==> config.mk <==
export PLATFORM = sky130hd
export DESIGN_NAME = fetch_unit_flat
export DESIGN_NICKNAME = d
export VERILOG_FILES = /design/src/rtl/fetch_mem_if.sv /design/src/rtl/fetch_unit.sv /design/src/flat_wrapper.sv
export SDC_FILE = /design/constraint.sdc
export NUM_CORES = 1
export LEC_CHECK = 0
export ABC_AREA = 1
export CAP_MARGIN = 15
export CORE_UTILIZATION = 53
export CTS_CLUSTER_DIAMETER = 50
export DETAILED_ROUTE_END_ITERATION = 6
export GPL_TIMING_DRIVEN = 1
export PLACE_DENSITY = 0.92
export SYNTH_ARGS = -nofsm -noshare
export SYNTH_HDL_FRONTEND = slang
export SYNTH_SLANG_ARGS = --single-unit
==> constraint.sdc <==
create_clock -name clk -period 3.9 [get_ports clk]
set_input_delay 1.17 -clock clk [delete_from_list [all_inputs] [get_ports clk]]
set_output_delay 1.17 -clock clk [all_outputs]
set_load 0.005 [all_outputs]
==> src/rtl/fetch_mem_if.sv <==
// Instruction-memory read port: single-word request with a variable-latency
// valid response.
interface fetch_mem_if #(
  parameter int ADDR_W = 16
);
  logic              mem_rd_en;
  logic [ADDR_W-1:0] mem_addr;
  logic [15:0]       mem_rdata;
  logic              mem_valid;

  modport master (
    output mem_rd_en,
    output mem_addr,
    input  mem_rdata,
    input  mem_valid
  );

  modport slave (
    input  mem_rd_en,
    input  mem_addr,
    output mem_rdata,
    output mem_valid
  );
endinterface

==> src/rtl/fetch_unit.sv <==
// Instruction fetch stage: keeps the PC, reads one word at a time from
// instruction memory and pulses ir_load for the instruction register.
module fetch_unit #(
  parameter int                ADDR_W   = 16,
  parameter logic [ADDR_W-1:0] RESET_PC = '0
) (
  input  logic              clk,
  input  logic              reset,
  input  logic              stall,
  input  logic              redirect,
  input  logic [ADDR_W-1:0] redirect_pc,
  fetch_mem_if.master       mem,
  output logic [15:0]       instr,
  output logic              ir_load,
  output logic [ADDR_W-1:0] pc_out
);

  typedef enum logic [1:0] {
    S_REQ   = 2'd0,
    S_WAIT  = 2'd1,
    S_HOLD  = 2'd2,
    S_DRAIN = 2'd3
  } state_e;

  state_e            state_q, state_d;
  logic [ADDR_W-1:0] pc_q, pc_d;
  logic [ADDR_W-1:0] pc_out_q, pc_out_d;
  logic [15:0]       instr_q, instr_d;
  logic [15:0]       hold_data_q, hold_data_d;
  logic              ir_load_q, ir_load_d;

  always_ff @(posedge clk or negedge reset) begin
    if (!reset) begin
      state_q <= S_REQ;
    end else begin
      state_q <= state_d;
    end
  end

  // Redirect outranks both mem_valid and stall in every state.
  always_comb begin
    state_d = state_q;
    case (state_q)
      S_REQ: begin
        if (!redirect) state_d = S_WAIT;
      end
      S_WAIT: begin
        if (redirect)            state_d = mem.mem_valid ? S_REQ : S_DRAIN;
        else if (mem.mem_valid)  state_d = stall ? S_HOLD : S_REQ;
      end
      S_HOLD: begin
        if (redirect || !stall)  state_d = S_REQ;
      end
      S_DRAIN: begin
        if (!redirect && mem.mem_valid) state_d = S_REQ;
      end
      default: state_d = S_REQ;
    endcase
  end

  always_comb begin
    pc_d        = pc_q;
    pc_out_d    = pc_out_q;
    instr_d     = instr_q;
    hold_data_d = hold_data_q;
    ir_load_d   = 1'b0;
    case (state_q)
      S_REQ: begin
        if (redirect) pc_d = redirect_pc;
      end
      S_WAIT: begin
        if (redirect) begin
          pc_d = redirect_pc;
        end else if (mem.mem_valid) begin
          if (stall) begin
            hold_data_d = mem.mem_rdata;
          end else begin
            instr_d   = mem.mem_rdata;
            pc_out_d  = pc_q;
            ir_load_d = 1'b1;
            pc_d      = pc_q + ADDR_W'(1);
          end
        end
      end
      S_HOLD: begin
        if (redirect) begin
          pc_d = redirect_pc;
        end else if (!stall) begin
          instr_d   = hold_data_q;
          pc_out_d  = pc_q;
          ir_load_d = 1'b1;
          pc_d      = pc_q + ADDR_W'(1);
        end
      end
      S_DRAIN: begin
        if (redirect) pc_d = redirect_pc;
      end
      default: ;
    endcase
  end

  always_ff @(posedge clk or negedge reset) begin
    if (!reset) begin
      pc_q        <= RESET_PC;
      pc_out_q    <= '0;
      instr_q     <= '0;
      hold_data_q <= '0;
      ir_load_q   <= 1'b0;
    end else begin
      pc_q        <= pc_d;
      pc_out_q    <= pc_out_d;
      instr_q     <= instr_d;
      hold_data_q <= hold_data_d;
      ir_load_q   <= ir_load_d;
    end
  end

  // The request strobe is the only output that reacts to inputs in-cycle.
  assign mem.mem_rd_en = (state_q == S_REQ) && !redirect;
  assign mem.mem_addr  = pc_q;
  assign instr         = instr_q;
  assign ir_load       = ir_load_q;
  assign pc_out        = pc_out_q;

endmodule

==> src/flat_wrapper.sv <==
// flat-port wrapper written by rule: the top's interface ports become plain ports
module fetch_unit_flat 
#(
  parameter int                ADDR_W   = 16,
  parameter logic [ADDR_W-1:0] RESET_PC = '0
)
  (clk, reset, stall, redirect, redirect_pc, instr, ir_load, pc_out, mem_mem_rd_en, mem_mem_addr, mem_mem_rdata, mem_mem_valid);
  fetch_mem_if #(.ADDR_W(ADDR_W)) mem_i ();
  input  logic clk;
  input  logic reset;
  input  logic stall;
  input  logic redirect;
  input  logic [ADDR_W-1:0] redirect_pc;
  output logic [15:0] instr;
  output logic ir_load;
  output logic [ADDR_W-1:0] pc_out;
  output wire logic [$bits(mem_i.mem_rd_en)-1:0] mem_mem_rd_en;
  output wire logic [$bits(mem_i.mem_addr)-1:0] mem_mem_addr;
  input wire logic [$bits(mem_i.mem_rdata)-1:0] mem_mem_rdata;
  input wire logic [$bits(mem_i.mem_valid)-1:0] mem_mem_valid;
  assign mem_mem_rd_en = mem_i.mem_rd_en;
  assign mem_mem_addr = mem_i.mem_addr;
  assign mem_i.mem_rdata = mem_mem_rdata;
  assign mem_i.mem_valid = mem_mem_valid;
  fetch_unit #(.ADDR_W(ADDR_W), .RESET_PC(RESET_PC)) u_core (.clk(clk), .reset(reset), .stall(stall), .redirect(redirect), .redirect_pc(redirect_pc), .mem(mem_i), .instr(instr), .ir_load(ir_load), .pc_out(pc_out));
endmodule
==> key figures <==
Worst setup path
  • Worst Path Max Fanout: 2
  • Critical path arrival: 2.23 ns
  • Type of the worst setup path: in -> out
  • CP cell instances: clkdlybuf4s50_1 -> nor2_1 -> clkdlybuf4s50_1
  • Buffers & Inverters on Critical Path: 2
  • CP max stage delay: 0.51 ns
  • Setup crit end kind: primary output
  • Family with the most delay on the worst path: buffers and inverters
  • CP Launch Type: input pin
  • CP max stage cell: clkdlybuf4s50_1
  • Most used cell along the critical path: clkdlybuf4s50_1
  • CP required: 2.73 ns

Detailed routing
  • First DRT Iteration DRCs: 184
  • Via density per instance: 5.27
  • Post-DRT Antenna Nets: 0
  • Wire length per cell: 13.4 microns
  • DRT Wirelength: 8160 microns
  • Vias: 3,206
  • DR pass1 iterations: 5
  • DRC: 0

Synth
  • Post-Syn Area per Cell: 7.69 sq um
  • Synth top area cells: dfrtp_1 49%, nand2_1 14%, o21ai_0 12%
  • Yosys top cell area share: 0.491
  • Syn Inst Count: 444
  • Dominant synthesized flop cell: dfrtp_1
  • Synth cell count leaders: 125 x nand2_1, 81 x o21ai_0, 67 x dfrtp_1, 67 x inv_1, 29 x nor2_1
  • Synth cell types: 26
  • Cell area after synthesis: 3410 sq um
  • Register area share after synthesis: 0.491
  • Ys async rst share: 1.00
  • Number of synthesized flops with an enable pin: 0
  • Mapped Nets: 487
  • Top-count cell post-synth: nand2_1
  • Largest area contributor in the netlist: dfrtp_1
  • Syn. warnings: 0
  • Synth Register Bits: 67

Clock network
  • Clock slew at reported path FFs: 0.07 ns
  • CTS tree: yes
  • H-tree depth: 3
  • CTS Buffer Depth: 2
  • Hold_buf cts: 0
  • Clk root buf: clkbuf_8
  • CTS buffer count: 9
  • Clk_lat worst skew: 0.34 ns
  • Clk sink count: 67
  • CTS resizes: 0
  • Setup bufs post-CTS: 0

Die
  • Die H: 82.3 microns
  • Boundary Pins: 87
  • Row cnt: 28
  • Starting Density: 0.563
  • Die Area: 6770 sq um
  • Core area: 6060 sq um
  • Die X: 82.3 microns

Placement
  • Pre-CTS setup slack: 0.487 ns
  • Placed cell areas: 4300 sq um
  • Placed cell count: 592
  • GP Congestion: 0.964
  • Final HPWL DP: 5760 microns
  • IO buf count: 86

Timing
  • Worst hold slack: 0.489 ns
  • Worst Tran Pin Value: 1.05 ns
  • Final WS setup: 0.505 ns
  • Final Slew Violations: 0
  • Final setup viols: 0
  • Worst Clk Skew: 0.00780 ns
  • Fmax: 0.295 GHz
  • RSZ-0062 raised after global routing: false
  • Relative slew slack: 0.302
  • Total negative slack: 0 ns
  • Final hold viol count: 0
  • Clock period minus worst slack: 3.40 ns
  • Period utilization: 0.871

Global route
  • Initial antenna violation count: 0
  • Global-route wire length before repair: 13,300 microns
  • Vias in the first global route: 2,988
  • Largest net degree at the start of global routing: 36
  • Tot GR Track Use: 0.263
  • Total congestion overflow: 0

Final layout
  • Synth-to-layout area growth: 31.2%
  • Non-Filler Instances: 608
  • Post-Route Utilization: 0.739
  • Fill count: 432
  • Proportion of layout cells with a drive suffix above 1: 0.0582
  • Final nets: 571
  • Design Area, Final: 4480 sq um
  • Storage cell area: 1680 sq um
  • Multi-input logic area: 1370 sq um
  • # diodes: 0

Power
  • Worst IR drop on VDD: 433 uV
  • Leakage Power: 2.15 nW
  • PwrDens: 758 nW/um^2
  • Tot Pwr: 3.39 mW

Run
  • Max cap viols: 0

Hold path
  • Hold crit path type: reg -> reg

Status
  • Run status: finished, final reports clean
## flip-flops by register name (all words and copies together), names as in the netlist
| register | count |
|---|---|
| u_core.pc_out | 16 |
| u_core.hold_data_q | 16 |
| u_core.state_q | 2 |
| u_core.mem.mem_addr | 16 |
| u_core.instr | 16 |
| u_core.ir_load | 1 |
## area by class of cell
type,count,area share
Tap cell,75,0.0209
Inverter,69,0.0589
Clock inverter,6,0.00922
Multi-Input combinational cell,289,0.305
Timing Repair Buffer,92,0.201
Clock buffer,10,0.0307
Sequential cell,67,0.374
## path summary, 6_finish.rpt
check,start,to,slack (ns),depth (start not counted)
max,redirect,mem_mem_rd_en,0.50,3
min,u_core.pc_out[0]$_DFFE_PN0P_,u_core.pc_out[0]$_DFFE_PN0P_,0.49,2
max reg2reg,u_core.state_q[0]$_DFFE_PN0P_,u_core.pc_out[7]$_DFFE_PN0P_,1.54,6
min reg2reg,u_core.pc_out[0]$_DFFE_PN0P_,u_core.pc_out[0]$_DFFE_PN0P_,0.49,2
max in group asynchronous,reset,u_core.pc_out[11]$_DFFE_PN0P_,2.46,2
min in group asynchronous,reset,u_core.hold_data_q[10]$_DFFE_PN0P_,0.74,1
## logic make-up after synthesis
kind of cell             after synthesis  synth area share
AO/OA/AOI/OAI                        103             0.158
flip-flops                            67             0.491
adder cells (fa/ha/maj)                6            0.0220
AND/OR/NAND/NOR                      179             0.218
buffers and inverters                 88             0.109
XOR/XNOR                               1           0.00257
## routing by layer
metal | share of wire | vias to the layer above | routed length, microns | track usage
li1 | - | 1566 | - | -
met1 | 0.43 | 1474 | 3480 | 0.331
met2 | 0.48 | 148 | 3910 | 0.438
met3 | 0.076 | 18 | 620 | 0.0560
met4 | 0.018 | 0 | 145 | 0.112
met5 | 0 | - | 0 | 0
## report_power, final
| group | total, mW | leakage [nW] | internal, mW | switching [mW] |
|---|---|---|---|---|
| Combinational | 1.57 | 1.24 | 0.764 | 0.806 |
| Sequential | 1.31 | 0.818 | 1.03 | 0.273 |
| Clock | 0.519 | 0.0843 | 0.246 | 0.272 |
| Total | 3.39 | 2.15 | 2.04 | 1.35 |
## cells in the final DEF, fill, tap and decap left out, types with 2 or more instances in the layout
master / n
nand4_1: 5
dfrtp_1: 67
nor2_2: 2
clkdlybuf4s50_1: 85
inv_1: 67
nand2_1: 125
o22ai_1: 4
inv_4: 2
clkinv_2: 2
clkbuf_8: 10
a31oi_1: 2
ha_1: 6
nor2_1: 29
buf_4: 6
a21oi_1: 8
o21ai_1: 3
o21ai_0: 81
nand3_1: 14
a22oi_1: 2
clkinvlp_4: 3
o21ai_2: 2
## worst min-delay path, delay by kind of cell (launching register included)
family | cells | cell delay (ns)
flip-flops | 1 | 0.34
AO/OA/AOI/OAI | 1 | 0.06
AND/OR/NAND/NOR | 1 | 0.05
No activity file was read; power rests on OpenSTA's default activity.
